`src/rtl/mips_pipe_pkg.sv`:
```
// mips_pipe_pkg: shared state encoding and defaults for the MEM-stage access controller
package mips_pipe_pkg;
  typedef enum logic [1:0] {
    IDLE = 2'd0,
    WAIT = 2'd1,
    ERR  = 2'd2
  } state_t;
  localparam int TIMEOUT_DEF = 15;
endpackage

```
`src/rtl/sat_counter16.sv`:
```
// sat_counter16: 16-bit up counter that holds at all-ones
module sat_counter16 (
  input  logic        clk,
  input  logic        rst_n,
  input  logic        en,
  output logic [15:0] cnt
);
  always_ff @(posedge clk or negedge rst_n)
    if (!rst_n) cnt <= '0;
    else if (en && cnt != 16'hFFFF) cnt <= cnt + 16'd1;
endmodule

```
`src/rtl/mem_access_ctrl.sv`:
```
// mem_access_ctrl: MEM-stage data-memory handshake with pipeline stall/bubble control
module mem_access_ctrl
  import mips_pipe_pkg::*;
#(
  parameter int TIMEOUT = TIMEOUT_DEF
) (
  input  logic        clk,
  input  logic        rst_n,
  input  logic        mem_read_in,
  input  logic        mem_write_in,
  input  logic [31:0] addr_in,
  input  logic [31:0] wdata_in,
  input  logic        dmem_ready,
  input  logic [31:0] dmem_rdata,
  output logic        dmem_req,
  output logic        dmem_we,
  output logic [31:0] dmem_addr,
  output logic [31:0] dmem_wdata,
  output logic        stall,
  output logic        mwb_load,
  output logic        mwb_bubble,
  output logic [31:0] rdata_out,
  output logic        mem_error,
  output logic [15:0] stall_cnt
);
  localparam logic [7:0] WLIM = 8'(TIMEOUT - 1);
  state_t state;
  logic [7:0] wcnt;
  assign stall = (state == ERR) || (state == IDLE && (mem_read_in || mem_write_in)) ||
                 (state == WAIT && !dmem_ready);
  assign mwb_load = 1'b1;
  assign mwb_bubble = stall;
  sat_counter16 u_stall_cnt (.clk(clk), .rst_n(rst_n), .en(stall), .cnt(stall_cnt));
  always_ff @(posedge clk or negedge rst_n)
    if (!rst_n) begin
      state      <= IDLE;
      dmem_req   <= 1'b0;
      dmem_we    <= 1'b0;
      dmem_addr  <= '0;
      dmem_wdata <= '0;
      rdata_out  <= '0;
      mem_error  <= 1'b0;
      wcnt       <= '0;
    end else begin
      case (state)
        IDLE:
          if (mem_read_in && mem_write_in) begin
            state     <= ERR;
            mem_error <= 1'b1;
          end else if (mem_read_in || mem_write_in) begin
            state      <= WAIT;
            dmem_req   <= 1'b1;
            dmem_we    <= mem_write_in;
            dmem_addr  <= addr_in;
            dmem_wdata <= wdata_in;
            wcnt       <= '0;
          end
        WAIT:
          // completion wins over a coincident timeout
          if (dmem_ready) begin
            state    <= IDLE;
            dmem_req <= 1'b0;
            wcnt     <= '0;
            if (!dmem_we) rdata_out <= dmem_rdata;
          end else if (wcnt >= WLIM) begin
            state     <= ERR;
            dmem_req  <= 1'b0;
            mem_error <= 1'b1;
          end else wcnt <= wcnt + 8'd1;
        ERR: dmem_req <= 1'b0;
        default: state <= IDLE;
      endcase
    end
endmodule

```
`config.mk`:
```
export PLATFORM = sky130hd
export DESIGN_NAME = mem_access_ctrl
export DESIGN_NICKNAME = d
export VERILOG_FILES = /design/src/rtl/mips_pipe_pkg.sv /design/src/rtl/sat_counter16.sv /design/src/rtl/mem_access_ctrl.sv
export SDC_FILE = /design/constraint.sdc
export NUM_CORES = 1
export LEC_CHECK = 0
export ABC_AREA = 1
export CAP_MARGIN = 15
export CORE_MARGIN = 2
export CORE_UTILIZATION = 47
export CTS_CLUSTER_SIZE = 12
export DETAILED_ROUTE_END_ITERATION = 10
export PLACE_DENSITY = 0.86
export SYNTH_ARGS = -nofsm -noshare
export SYNTH_HDL_FRONTEND = slang
export SYNTH_HIERARCHICAL = 1
export SYNTH_SLANG_ARGS = --single-unit
```
`constraint.sdc`:
```
create_clock -name clk -period 2.7 [get_ports clk]
set_input_delay 0.81 -clock clk [delete_from_list [all_inputs] [get_ports clk]]
set_output_delay 0.81 -clock clk [all_outputs]
set_load 0.03 [all_outputs]
```
==> out/metrics.json, run 1 <==
{
  "fin_util": 0.7389,
  "ctsRootBufferMaster": "sky130_fd_sc_hd__clkbuf_16",
  "worstPathMaxFanout": 5,
  "worst_ep_required_time_ns": 1.89,
  "tritoncts_num_sinks": 125,
  "post_drt_wl_per_cell_um": 15.40,
  "grt_pass1_vias": 5020,
  "cap_viol_max_count": 0,
  "layout.nets": 953,
  "cts-buffers-inserted": 17,
  "finalMaxSlewViolations": 0,
  "cts_hold_buf": 0,
  "total_power_mw": 10.47,
  "type_of_the_most_critical_hold_path": "input pin to asynchronous set/reset pin",
  "fp.coreArea_mm2": 0.01147,
  "finalCritPeriodShare": 0.9669,
  "run_status": "finished, final reports clean",
  "synth-seq-cells": 125,
  "synth-warning-count": 6,
  "detailed_place.area_mm2": 0.007836,
  "globalRouteOverflowTotal": 0,
  "async_reset_ff_frac": 1.000,
  "final.setup_skew_ns": 0.008047,
  "via_density_per_instance": 4.921,
  "track_usage": 0.2466,
  "yosysSeqAreaShare": 0.5637,
  "fillCellCount": 786,
  "grt_antenna_before_repair": 0,
  "crit_path_end_kind": "output pin",
  "area_growth_syn_to_layout_pct": 52.69,
  "worst_setup_path_type": "flip-flop to output pin",
  "regToRegEndpoint": "u_stall_cnt/cnt[7]",
  "clkLatencyLatePin_ns": 0.41,
  "drt_iter0_drc": 316,
  "yosys.cell_types.count": 23,
  "reg2reg_depth": 14,
  "p_leak_nw": 4.038,
  "cell_rows": 39,
  "final_design_area_no_fill_mm2": 0.008473,
  "detail_route.drc_violations": 0,
  "cts_max_level": 4,
  "final.setup.tns_ns": 0,
  "worstPathCellList": "inv_1, ha_2, inv_1, o211ai_1, buf_4",
  "io_buffers": 217,
  "die_y_um": 112.7,
  "chipWidth_um": 112.7,
  "critPathLaunchType": "flip-flop",
  "grt_max_degree": 52,
  "finalWorstSetupSlack_ns": 0.08944,
  "max_freq_mhz": 383.1,
  "clkSlewWorstSetupHoldPaths_ns": 0.05,
  "drive_gt1_frac": 0.1305,
  "layout_min_cycle_time_ns": 2.611,
  "wirelength_um": 15410,
  "netlist_area_mm2": 0.005549,
  "r2r_start": "state[0]",
  "grt_first_pass_wirelength_um": 24530,
  "dpl_worst_slack_ns": -0.04981,
  "postSynthAreaPerCell_um2": 9.082,
  "edff_count_synth": 0,
  "initial_core_util": 0.4839,
  "io-pin-count": 219,
  "maxSlewHeadroom": 0.6595,
  "power.density_cell_area_mw_per_mm2": 1235,
  "clk_path_buf_depth": 2,
  "final_antenna_net_count": 0,
  "gpl_wtd_cong": 0.8980,
  "worst_ir_drop_vdd_mv": 0.8809,
  "most_used_flip_flop_cell_after_synthesis": "sky130_fd_sc_hd__dfrtp_1",
  "max_slew.worst_pin.slew_ns": 0.5108,
  "die-area_mm2": 0.01269,
  "count_of_endpoints_failing_hold_in_the_final_timing_report": 0,
  "hpwl_um": 11300,
  "synthesis.instances": 611,
  "critPathSlowestCell": "sky130_fd_sc_hd__dfrtp_2",
  "synth_fp_nets": 719,
  "path_common_cell": "sky130_fd_sc_hd__inv_1",
  "antenna-diode-count": 0,
  "routed-via-count": 4926,
  "slowest_delay_ns": 0.44,
  "worst_path_dominant_cell_family": "flip-flops",
  "rsz0062_at_grt": "false",
  "critPathBufInv": 3,
  "drt_first_pass_iters": 5,
  "final-setup-viol-count": 0,
  "crit_arrival_ns": 1.80,
  "cts_tree": "built",
  "timing.reg2reg.setup_slack_ns": 0.19
}
==> cell usage after synthesis (2+ instances only) <==
library cell | number | share of area
sky130_fd_sc_hd__nand2_1 | 294 | 0.20
sky130_fd_sc_hd__nor2_1 | 31 | 0.021
sky130_fd_sc_hd__ha_1 | 7 | 0.016
sky130_fd_sc_hd__o21ai_2 | 2 | 0.0032
sky130_fd_sc_hd__buf_4 | 7 | 0.0095
sky130_fd_sc_hd__o21ai_0 | 9 | 0.0081
sky130_fd_sc_hd__buf_2 | 3 | 0.0027
sky130_fd_sc_hd__mux2_2 | 32 | 0.065
sky130_fd_sc_hd__buf_6 | 11 | 0.022
sky130_fd_sc_hd__nor2_2 | 5 | 0.0056
sky130_fd_sc_hd__nand3_1 | 20 | 0.018
sky130_fd_sc_hd__nand4_1 | 8 | 0.0090
sky130_fd_sc_hd__inv_2 | 3 | 0.0020
sky130_fd_sc_hd__inv_1 | 34 | 0.023
sky130_fd_sc_hd__nand2_2 | 5 | 0.0056
sky130_fd_sc_hd__xnor2_1 | 5 | 0.0079
sky130_fd_sc_hd__nor2_4 | 5 | 0.010
sky130_fd_sc_hd__dfrtp_1 | 125 | 0.56
==> worst max-delay path by stage <==
stage | from | endpoint | depth (start not counted) | slack (ns)
detailed placement | dmem_ready | stall | 5 | -0.05
finish | state[0] | stall | 5 | 0.09
floorplan | mem_write_in | stall | 3 | 0.07
global placement | dmem_ready | stall | 5 | -0.05
CTS | dmem_ready | stall | 5 | 0.007
global route | state[0] | mwb_bubble | 5 | 0.003
==> worst register-to-register path, delay by kind of cell (launching register included) <==
| family | cells | cell delay (ns) |
|---|---|---|
| buffers and inverters | 9 | 0.88 |
| AND/OR/NAND/NOR | 2 | 0.46 |
| flip-flops | 1 | 0.44 |
| AO/OA/AOI/OAI | 2 | 0.42 |
| adder cells (fa/ha/maj) | 1 | 0.23 |
==> layout make-up <==
type,instances,area [µm²],area share
Timing Repair Buffer,236,2345,0.2767
Clock inverter,10,88.84,0.01048
Tap cell,143,178.9,0.02112
Multi-Input combinational cell,428,2108,0.2488
Clock buffer,22,484.2,0.05715
Inverter,37,138.9,0.01639
Sequential cell,125,3129,0.3693
==> sequential cells by signal (all words and copies together), names as in the netlist <==
register and flops:
rdata_out 32, mem_error 1, dmem_wdata 32, state 2
u_stall_cnt/cnt 16, dmem_addr 32, dmem_we 1, dmem_req 1
wcnt 8
==> where the power goes <==
part / internal, mW / switching, mW / leakage (nW)
sequential: 2.66 / 0.481 / 1.55
combinational: 2.13 / 3.04 / 2.22
clock: 1.36 / 0.802 / 0.274
total: 6.14 / 4.32 / 4.04
==> layer usage <==
layer | wire [µm] | vias up | GRT usage
li1 | - | 2360 | -
met1 | 5917 | 2334 | 0.2865
met2 | 8117 | 194 | 0.4375
met3 | 934 | 38 | 0.05238
met4 | 443 | 0 | 0.1106
met5 | 0 | - | 0
==> cells in the final DEF, fill, tap and decap left out, drive strengths merged <==
cell type | netlist | routed
buf | 21 | 22
bufinv | 0 | 1
clkbuf | 0 | 22
clkdlybuf4s50 | 0 | 211
clkinv | 0 | 5
clkinvlp | 0 | 4
conb | 1 | 1
dfrtp | 125 | 125
dlygate4sd2 | 0 | 2
dlymetal6s2s | 0 | 1
ha | 7 | 7
inv | 37 | 37
mux2 | 32 | 32
nand2 | 299 | 299
nand3 | 20 | 20
nand4 | 9 | 9
nor2 | 41 | 41
o211ai | 1 | 1
o21ai | 11 | 11
or2 | 1 | 1
xnor2 | 5 | 5
xor2 | 1 | 1
==> per-stage QoR <==
step	instances	hold WS [ns]
floorplan	611	0.4729
global placement	963	0.4481
detailed placement	963	0.4581
CTS	1000	0.3840
global route	1001	0.4050
finish	1001	0.3740
==> cells by family (layout without fill, tap and decap cells) <==
| group | count (synthesis) | in the layout | synth area share |
|---|---|---|---|
| adder cells (fa/ha/maj) | 7 | 7 | 0.01578 |
| other | 1 | 1 | 0.0006758 |
| flip-flops | 125 | 125 | 0.5637 |
| AND/OR/NAND/NOR | 370 | 370 | 0.2733 |
| buffers and inverters | 58 | 305 | 0.05953 |
| multiplexers | 32 | 32 | 0.06494 |
| AO/OA/AOI/OAI | 12 | 12 | 0.01263 |
| XOR/XNOR | 6 | 6 | 0.009470 |
==> repair_timing <==
| action | CTS | global route |
|---|---|---|
| pin swaps | 2 | 2 |
| setup endpoints to repair | 2 | 14 |
| setup buffers | 5 | 1 |
| resized for setup | 4 | 5 |
No activity file was read; power rests on OpenSTA's default activity.
==> inputs of run 2 (changes only) <==
==> constraint.sdc (replaced) <==
create_clock -name clk -period 2.7 [get_ports clk]
set_input_delay 0.54 -clock clk [delete_from_list [all_inputs] [get_ports clk]]
set_output_delay 0.54 -clock clk [all_outputs]
set_load 0.03 [all_outputs]
==> run 2 against run 1 <==
- cell count fell by 1.2%
- count of clock-buffer cells in the layout fell by 4
- largest cell class unchanged
- maximum frequency rose by 5.0%
- sequential share of layout area rose by 0.18 points
==> out/metrics.json, run 2 (synthesized netlist as in run 1, its figures left out) <==
{
  "slowest_delay_ns": 0.41,
  "finalCritPeriodShare": 0.9206,
  "layout_min_cycle_time_ns": 2.486,
  "part_of_the_power_in_the_clock_network": 0.232,
  "power.density_cell_area_mw_per_mm2": 1270,
  "mostFrequentLayoutCell": "sky130_fd_sc_hd__nand2_1",
  "regToRegEndpoint": "u_stall_cnt/cnt[9]",
  "critPathBufInv": 5,
  "worst_ir_drop_vdd_mv": 0.8092,
  "cap_viol_max_count": 0,
  "final_antenna_net_count": 0,
  "p_int_mw": 6.350,
  "layout.nets": 941,
  "finalNonFillerCells": 989,
  "worst_path_dominant_cell_family": "buffers and inverters",
  "fp.coreArea_mm2": 0.01147,
  "power.sequential.fraction": 0.295,
  "drt_iter0_drc": 280,
  "grt_first_pass_wirelength_um": 25440,
  "power.switching_fraction": 0.4067,
  "rsz0062_at_grt": "false",
  "path_common_cell": "sky130_fd_sc_hd__inv_1",
  "die_y_um": 112.7,
  "post-cts-setup-buffers": 0,
  "type_of_the_most_critical_hold_path": "input pin to asynchronous set/reset pin",
  "cts_max_level": 4,
  "die-area_mm2": 0.01269,
  "cell_rows": 39,
  "run_status": "finished, final reports clean",
  "maxSlewHeadroom": 0.5019,
  "initial_core_util": 0.4839,
  "track_usage": 0.2535,
  "max_freq_mhz": 402.3,
  "drive_gt1_frac": 0.1158,
  "crit_arrival_ns": 1.95,
  "clkSlewWorstSetupHoldPaths_ns": 0.06,
  "reg2reg_depth": 11,
  "largestRegisters": "dmem_addr x32, dmem_wdata x32, rdata_out x32",
  "fin_util": 0.7350,
  "gpl_wtd_cong": 0.9077,
  "tritoncts_num_sinks": 125,
  "drt_first_pass_iters": 5,
  "clkLatencyLatePin_ns": 0.41,
  "critPathLaunchType": "flip-flop",
  "layout.cells.most_common_list": "sky130_fd_sc_hd__nand2_1, sky130_fd_sc_hd__clkdlybuf4s50_1, sky130_fd_sc_hd__dfrtp_1",
  "area_growth_syn_to_layout_pct": 51.88,
  "worst_ep_required_time_ns": 2.16,
  "grt_antenna_before_repair": 0,
  "ctsRootBufferMaster": "sky130_fd_sc_hd__clkbuf_16",
  "count_of_endpoints_failing_hold_in_the_final_timing_report": 0,
  "routed-via-count": 4907,
  "cts-buffers-inserted": 17,
  "clk_path_buf_depth": 2,
  "io_buffers": 217,
  "hpwl_um": 11170,
  "chipWidth_um": 112.7,
  "wirelength_um": 15520,
  "final-setup-viol-count": 0,
  "post_drt_wl_per_cell_um": 15.69,
  "detail_route.drc_violations": 0,
  "grt_max_degree": 76,
  "comb_power_share": 0.472,
  "post-place-cells": 957,
  "crit_path_end_kind": "output pin",
  "p_leak_nw": 3.998,
  "via_density_per_instance": 4.962,
  "critPathSlowestCell": "sky130_fd_sc_hd__dfrtp_1",
  "grt_pass1_vias": 5099,
  "netSwitchingPower_mw": 4.352,
  "globalRouteOverflowTotal": 0,
  "worst_setup_path_type": "flip-flop to output pin",
  "io-pin-count": 219,
  "max_slew.worst_pin.slew_ns": 0.7445,
  "finalMaxSlewViolations": 0,
  "cts_tree": "built",
  "worstPathCellList": "inv_1, ha_2, inv_1, nor2_2, inv_1, o211ai_1, buf_4, buf_4",
  "worst-path-stages": 8,
  "r2r_start": "state[1]",
  "antenna-diode-count": 0,
  "final.setup.tns_ns": 0,
  "final.setup_skew_ns": 0.006415,
  "timing.reg2reg.setup_slack_ns": 0.59,
  "worstPathMaxFanout": 5
}
run 2: cell count changes in the layout (fill, tap and decap cells not counted), sizes merged, moves of 2 or more:
cell	previous run	this run
clkbuf	22	18
buf	22	10
bufinv	1	5
dlygate4sd2	2	0
clkdlybuf4s50	211	214
run 2: through the flow:
stage / hold WS (ns) / setup WS, ns / instance area [µm²] / power [mW]
after floorplan: 0.2444 / 0.4419 / 5549 / 6.125
after detailed placement: 0.4572 / 0.3759 / 7766 / 8.229
final: 0.1506 / 0.2144 / 8428 / 10.70
after global routing: 0.1836 / 0.03719 / 8428 / 11.27
after CTS: 0.1694 / 0.1326 / 8423 / 10.77
after global placement: 0.4499 / 0.4520 / 7766 / 8.033
run 2: worst register-to-register path: cells and delay by family (launching register included):
family,cells,cell delay (ns)
buf+inv,5,0.58
fa+ha+maj,1,0.23
compound gates,2,0.19
flops,1,0.41
simple gates,3,0.62
run 2: routing by layer:
layer	GRT usage	part of all wire
met3	0.05076	0.054
met1	0.3040	0.39
met4	0.1041	0.025
met5	0	0
met2	0.4467	0.53
run 2: what timing repair did:
action / 4_1_cts / 5_1_grt
resized for setup: 0 / 2
endpoints found under the setup margin: 0 / 2
endpoints found under the hold margin: 0 / 0
hold buffers: 0 / 0
run 2: layout make-up:
class | instances | area [µm²]
Clock buffer | 18 | 439.2
Fill cell | 800 | 3039
Sequential cell | 125 | 3128
Multi-Input combinational cell | 428 | 2096
Inverter | 37 | 138.9
Tap cell | 143 | 178.9
Timing Repair Buffer | 224 | 2230
Clock inverter | 14 | 217.7
run 2: power groups by stage:
stage                     combinational (mW)  sequential, mW  clock (mW)
after floorplan                         1.52            4.61           0
after global placement                  4.93            3.11           0
after detailed placement                5.06            3.17           0
after CTS                               5.09            3.15        2.53
after global routing                    5.40            3.25        2.62
final                                   5.05            3.16        2.49
run 2: how the worst max path moves through the flow:
stage	from	endpoint
global route	state[1]	mwb_bubble
global placement	dmem_ready	mwb_bubble
CTS	state[1]	mwb_bubble
floorplan	state[0]	stall
finish	state[1]	mwb_bubble
detailed placement	dmem_ready	u_stall_cnt/cnt[9]
